$ cat src/rtl/irig_b_frame_scheduler.sv
// IRIG-B (B00x) frame scheduler: double-buffered BCD time, PPS-aligned 100-symbol PWM frame.
// Optional straight-binary-seconds field on symbols 80-97 when IRIG_SBS_EN is defined.
module irig_b_frame_scheduler #(
    parameter int TICKS_PER_MS = 50000,
    parameter int SYMBOLS      = 100
) (
    input  logic       clk,
    input  logic       reset,
    input  logic       pps,
    input  logic       frame_valid,
    input  logic [7:0] sec,
    input  logic [7:0] min,
    input  logic [7:0] hour,
    input  logic [3:0] days_h_bcd,
    input  logic [3:0] days_m_bcd,
    input  logic [3:0] days_l_bcd,
    input  logic [3:0] year_h_bcd,
    input  logic [3:0] year_l_bcd,
    output logic       irig_out,
    output logic       symbol_strobe,
    output logic [6:0] symbol_idx,
    output logic [1:0] symbol_type,
    output logic       frame_start,
    output logic       busy,
    output logic       time_stale
);
    localparam int TW = (TICKS_PER_MS > 1) ? $clog2(TICKS_PER_MS) : 1;
    localparam logic [TW-1:0] TICK_MAX = TW'(TICKS_PER_MS - 1);
    localparam logic [6:0]    LAST_IDX = 7'(SYMBOLS - 1);

    typedef enum logic [1:0] {IDLE, ARMED, RUN} state_t;

    typedef struct packed {
        logic [7:0] sec;
        logic [7:0] min;
        logic [7:0] hour;
        logic [3:0] dh;
        logic [3:0] dm;
        logic [3:0] dl;
        logic [3:0] yh;
        logic [3:0] yl;
    } tset_t;

    state_t          state_q, state_d;
    tset_t           shadow_q, shadow_d, active_q, active_d, in_set;
    logic            loaded_q, loaded_d, pps_q, pps_rise;
    logic [TW-1:0]   tick_q, tick_d;
    logic [3:0]      ms_q, ms_d;
    logic [6:0]      idx_q, idx_d;
    logic            irig_q, irig_d, strobe_q, strobe_d, fstart_q, fstart_d;
    logic            busy_q, busy_d, stale_q, stale_d;
    logic [1:0]      type_q, type_d;
    logic [127:0]    data_bits;
    logic            is_marker;
    logic [3:0]      width_ms;

    // Data bits depend only on the active set; symbol 0 is a marker, so active_q is always current.
    always_comb begin
        data_bits = '0;
        data_bits[4:1]   = active_q.sec[3:0];
        data_bits[8:6]   = active_q.sec[6:4];
        data_bits[13:10] = active_q.min[3:0];
        data_bits[17:15] = active_q.min[6:4];
        data_bits[23:20] = active_q.hour[3:0];
        data_bits[26:25] = active_q.hour[5:4];
        data_bits[33:30] = active_q.dl;
        data_bits[38:35] = active_q.dm;
        data_bits[41:40] = active_q.dh[1:0];
        data_bits[53:50] = active_q.yl;
        data_bits[58:55] = active_q.yh;
`ifdef IRIG_SBS_EN
        begin
            logic [16:0] h_bin, m_bin, s_bin, sbs;
            h_bin = 17'(active_q.hour[7:4]) * 17'd10 + 17'(active_q.hour[3:0]);
            m_bin = 17'(active_q.min[7:4])  * 17'd10 + 17'(active_q.min[3:0]);
            s_bin = 17'(active_q.sec[7:4])  * 17'd10 + 17'(active_q.sec[3:0]);
            sbs   = h_bin * 17'd3600 + m_bin * 17'd60 + s_bin;
            data_bits[88:80] = sbs[8:0];
            data_bits[97:90] = sbs[16:9];
        end
`endif
    end

    logic unused_bits;
    assign unused_bits = ^{active_q.sec[7], active_q.min[7], active_q.hour[7:6], active_q.dh[3:2]};

    always_comb begin
        in_set   = {sec, min, hour, days_h_bcd, days_m_bcd, days_l_bcd, year_h_bcd, year_l_bcd};
        pps_rise = pps & ~pps_q;
        state_d  = state_q;
        shadow_d = shadow_q;
        active_d = active_q;
        loaded_d = loaded_q;
        tick_d   = tick_q;
        ms_d     = ms_q;
        idx_d    = idx_q;
        stale_d  = stale_q;
        strobe_d = 1'b0;
        fstart_d = 1'b0;
        if (frame_valid) begin
            shadow_d = in_set;
            loaded_d = 1'b1;
        end
        case (state_q)
            IDLE: if (frame_valid) state_d = ARMED;
            ARMED, RUN: begin
                if (pps_rise) begin
                    // Restart (or resync) at symbol 0; same-cycle load bypasses the shadow.
                    state_d  = RUN;
                    active_d = frame_valid ? in_set : shadow_q;
                    tick_d   = '0;
                    ms_d     = '0;
                    idx_d    = '0;
                    stale_d  = ~(loaded_q | frame_valid);
                    loaded_d = 1'b0;
                    strobe_d = 1'b1;
                    fstart_d = 1'b1;
                end else if (state_q == RUN) begin
                    if (tick_q != TICK_MAX) begin
                        tick_d = tick_q + TW'(1);
                    end else begin
                        tick_d = '0;
                        if (ms_q != 4'd9) begin
                            ms_d = ms_q + 4'd1;
                        end else begin
                            ms_d = '0;
                            if (idx_q == LAST_IDX) begin
                                state_d = ARMED;
                            end else begin
                                idx_d    = idx_q + 7'd1;
                                strobe_d = 1'b1;
                            end
                        end
                    end
                end
            end
            default: state_d = IDLE;
        endcase

        busy_d    = (state_d == RUN);
        is_marker = (idx_d == 7'd0) || ((idx_d % 7'd10) == 7'd9);
        type_d    = !busy_d ? 2'b00 : is_marker ? 2'b10 : {1'b0, data_bits[idx_d]};
        case (type_d)
            2'b10:   width_ms = 4'd8;
            2'b01:   width_ms = 4'd5;
            default: width_ms = 4'd2;
        endcase
        irig_d = busy_d && (ms_d < width_ms);
    end

    always_ff @(posedge clk or negedge reset) begin
        if (!reset) begin
            state_q  <= IDLE;
            shadow_q <= '0;
            active_q <= '0;
            loaded_q <= 1'b0;
            pps_q    <= 1'b0;
            tick_q   <= '0;
            ms_q     <= '0;
            idx_q    <= '0;
            irig_q   <= 1'b0;
            strobe_q <= 1'b0;
            fstart_q <= 1'b0;
            busy_q   <= 1'b0;
            stale_q  <= 1'b0;
            type_q   <= 2'b00;
        end else begin
            state_q  <= state_d;
            shadow_q <= shadow_d;
            active_q <= active_d;
            loaded_q <= loaded_d;
            pps_q    <= pps;
            tick_q   <= tick_d;
            ms_q     <= ms_d;
            idx_q    <= idx_d;
            irig_q   <= irig_d;
            strobe_q <= strobe_d;
            fstart_q <= fstart_d;
            busy_q   <= busy_d;
            stale_q  <= stale_d;
            type_q   <= type_d;
        end
    end

    assign irig_out      = irig_q;
    assign symbol_strobe = strobe_q;
    assign symbol_idx    = idx_q;
    assign symbol_type   = type_q;
    assign frame_start   = fstart_q;
    assign busy          = busy_q;
    assign time_stale    = stale_q;
endmodule

$ cat config.mk
export PLATFORM = sky130hd
export DESIGN_NAME = irig_b_frame_scheduler
export DESIGN_NICKNAME = d
export VERILOG_FILES = /design/src/rtl/irig_b_frame_scheduler.sv
export SDC_FILE = /design/constraint.sdc
export NUM_CORES = 1
export LEC_CHECK = 0
export BUFFER_PORTS_ARGS = -buffer_cell sky130_fd_sc_hd__buf_2
export CORE_ASPECT_RATIO = 0.5
export CORE_UTILIZATION = 63
export CTS_CLUSTER_SIZE = 16
export DETAILED_ROUTE_END_ITERATION = 10
export PLACE_DENSITY = 0.85
export SLEW_MARGIN = 15
export SYNTH_ARGS = -nofsm -noshare
export SYNTH_HDL_FRONTEND = slang
export SYNTH_SLANG_ARGS = --single-unit
$ cat constraint.sdc
create_clock -name clk -period 7.3 [get_ports clk]
set_input_delay 1.095 -clock clk [delete_from_list [all_inputs] [get_ports clk]]
set_output_delay 1.095 -clock clk [all_outputs]
set_load 0.1 [all_outputs]
==> metrics.csv <==
stage;metric;value;unit
detailed_routing;dr.pass1.iters;6;
global_route;antenna_found_initial;0;
clock_network;cts_buffer_depth;2;
detailed_routing;drcViolationCount;0;
worst_setup_path;r2r_slack;1.57;ns
pwr;power.total;1715;µW
synth;async_flop_share;1.000;
final_layout;seq_area;2853;µm²
min_path;holdPathEnd;active_q[12]$_DFFE_PN0P_;
placed_design;portBuffers;55;
final_layout;fill_cells;533;
worst_setup_path;r2r_start;state_q[1]$_DFF_PN0_;
pwr;power_leakage;0.003104;µW
clock_network;cts-resized-gates;0;
synth;ys_warn_count;0;
synth;ys_seq_elements;114;
worst_setup_path;critPathLaunchType;flip-flop;
placed_design;dp_hpwl;8718;µm
min_path;hold_path_startpoint;active_q[12]$_DFFE_PN0P_;
synth;syn_nets;632;
global_route;grt_pass1_vias;4552;
timing;slew_viol_final;0;
detailed_routing;wl;13980;µm
flow_run;cap_violations;0;
synth;synth.distinct_cells;67;
global_route;grt_pass1_wl;22530;µm
worst_setup_path;cp_max_fo;21;
global_route;track_usage;0.3280;
timing;period_minus_slack;5.726;ns
timing;timing.slew.headroom;0.3034;
final_layout;drive_above_1_share;0.2241;
final_layout;areaGrowthSynthToFinish;16.67;%
worst_setup_path;reg2reg_depth;18;
worst_setup_path;worst_setup_path_end_kind;flip-flop;
synth;synth_ff_type;dfrtp_1;
clock_network;post_cts_buffers;0;
final_layout;multi_input_area;2601;µm²
worst_setup_path;crit_type;flip-flop to flip-flop;
floorplanning;start_util;0.6770;
detailed_routing;routed-via-count;4748;
worst_setup_path;cp_data_required_time;7.59;ns
clock_network;h-tree-depth;4;
synth;synth_edf_count;0;
pwr;irDropWorstVdd;0.2078;mV
clock_network;cts_tree;yes;
timing;hold_viol;0;
worst_setup_path;reg2reg_to;irig_out$_DFF_PN0_;
min_path;holdPathStages;2;
synth;synth_cells;572;
worst_setup_path;crit_arrival;6.02;ns
timing;rsz0062_at_grt;no;
clock_network;clock_sinks;114;
clock_network;ctsHoldBuffers;0;
final_layout;final_nets;685;
pwr;cellPowerDensity;261.1;nW/µm²
min_path;hp-class;flip-flop to flip-flop;
timing;fin_crit_sh;0.7844;
synth;ys_seq_area_frac;0.5067;
floorplanning;die_x;135.7;µm
clock_network;insertion_delay;0.42;ns
detailed_routing;initialDrtViolationCount;519;
timing;setup_ws;1.574;ns
floorplanning;core_area;8317;µm²
global_route;grt.overflow.total;0;
clock_network;clkSlewWorstSetupHoldPaths;0.06;ns
timing;max_freq;0.1746;GHz
floorplanning;die_y;68.85;µm
detailed_routing;wire_per_inst;18.64;µm
detailed_routing;vias_per_cell;6.331;
placed_design;post-place-ws;1.718;ns
timing;finalClockSkew;0.005516;ns
clock_network;cts_buffers;17;
timing;report.final.setup_viol;0;
floorplanning;io_pins;62;
run_status;outcome;completed;
synth;synth_area;5630;µm²
global_route;grt_max_degree;79;
floorplanning;die-area;9342;µm²
synth;syn-mean-instance-area;9.843;µm²
timing;setup_tns;0;ns
floorplanning;num_rows;23;
detailed_routing;antenna_left;0;
timing;worst_pin_slew;1.038;ns
placed_design;place.gp.congestion;0.9347;
clock_network;cts_root_buffer;clkbuf_16;
final_layout;antennaDiodeCount;0;
[layout make-up]
| class | instances | area share |
|---|---|---|
| flip-flops and latches | 114 | 0.4343 |
| well taps | 112 | 0.02133 |
| clock inverters | 14 | 0.02362 |
| clock buffers | 18 | 0.06686 |
| multi-input cells | 414 | 0.3960 |
| repair buffers | 58 | 0.04571 |
| inverters | 20 | 0.01219 |
[metal layers]
| layer | global-route usage | vias up | routed length, µm |
|---|---|---|---|
| li1 | - | 2156 | - |
| met1 | 0.3988 | 2319 | 5953 |
| met2 | 0.5657 | 239 | 6666 |
| met3 | 0.08553 | 34 | 1076 |
| met4 | 0.1461 | 0 | 284 |
| met5 | 0 | - | 0 |
[through the flow]
stage	hold slack, ns	util	area [µm²]	instances
final	0.4774	0.7898	6569	750
after global routing	0.5066	0.7898	6569	750
after CTS	0.4748	0.7898	6569	750
after detailed placement	0.4620	0.7184	5974	718
after global placement	0.4414	0.7184	5974	718
after floorplan	0.4271	-	5630	572
[flip-flops by register name, indices dropped and copies added (netlist names), 2 cells and up]
signal       count
active_q        38
ms_q             4
shadow_q        38
state_q          2
symbol_idx       7
symbol_type      2
tick_q          16
[report_power, final]
group,internal [µW],switching [µW]
clock,514,313
sequential,695,38.9
combinational,59.4,94.5
[how the worst max path moves through the flow]
stage	from	end
2_1_floorplan	symbol_idx[6]$_DFF_PN0_	irig_out$_DFF_PN0_
3_3_place_gp	pps	irig_out$_DFF_PN0_
3_5_place_dp	pps	irig_out$_DFF_PN0_
4_1_cts	state_q[1]$_DFF_PN0_	irig_out$_DFF_PN0_
5_1_grt	state_q[1]$_DFF_PN0_	irig_out$_DFF_PN0_
6_report	state_q[1]$_DFF_PN0_	irig_out$_DFF_PN0_
[cell usage after synthesis (9+ instances only)]
cell type  number  area share
a21oi_1        15       0.013
and3_1          9       0.010
buf_1           9      0.0060
clkbuf_1       10      0.0067
dfrtp_1       114        0.51
ha_1           12       0.027
inv_1          17       0.011
mux2_2         40       0.080
nand2_1       137       0.091
nand3_1        20       0.018
nor2_1         25       0.017
o21ai_0        36       0.032
[critical path, stage by stage (launching register included)]
cell	delay, ns
dfrtp_1	0.40
inv_1	0.08
ha_1	0.50
nand3b_1	0.74
inv_1	0.28
nor2_1	0.08
and3_1	0.23
nor2_2	0.46
inv_2	0.28
mux2_2	0.30
nand4_1	0.10
a31o_1	0.26
nor4_1	0.53
ha_1	0.36
inv_1	0.07
ha_1	0.22
a21o_1	0.15
a21o_1	0.16
a2111oi_0	0.39
[cell families after synthesis]
kind of cell / count (synthesis) / synth area share
xor+xnor: 6 / 0.009335
compound gates: 113 / 0.1349
buf+inv: 44 / 0.03133
simple gates: 237 / 0.2004
mux: 46 / 0.09067
fa+ha+maj: 12 / 0.02667
flops: 114 / 0.5067
[cells in the final DEF, fill, tap and decap left out, types with 3 or more instances in the layout]
cell type	n
o31ai_1	4
clkinv_4	6
o311ai_0	4
a211oi_1	4
a21oi_1	15
o22ai_1	3
nor3_1	7
nand3_1	20
nor2_1	25
dfrtp_1	114
buf_4	4
nor2b_1	3
mux2_2	40
buf_2	54
xnor2_1	3
and4_1	4
and2_1	3
o2111ai_1	3
inv_1	17
or4_1	3
o21ai_0	36
clkbuf_16	17
nand3b_1	3
xor2_1	3
a31oi_1	7
a21o_1	5
nand2_1	137
o41ai_1	4
nand4_1	7
and3_1	9
nor4_1	3
ha_1	12
inv_6	3
mux2i_1	6
No activity file was read; power rests on OpenSTA's default activity.
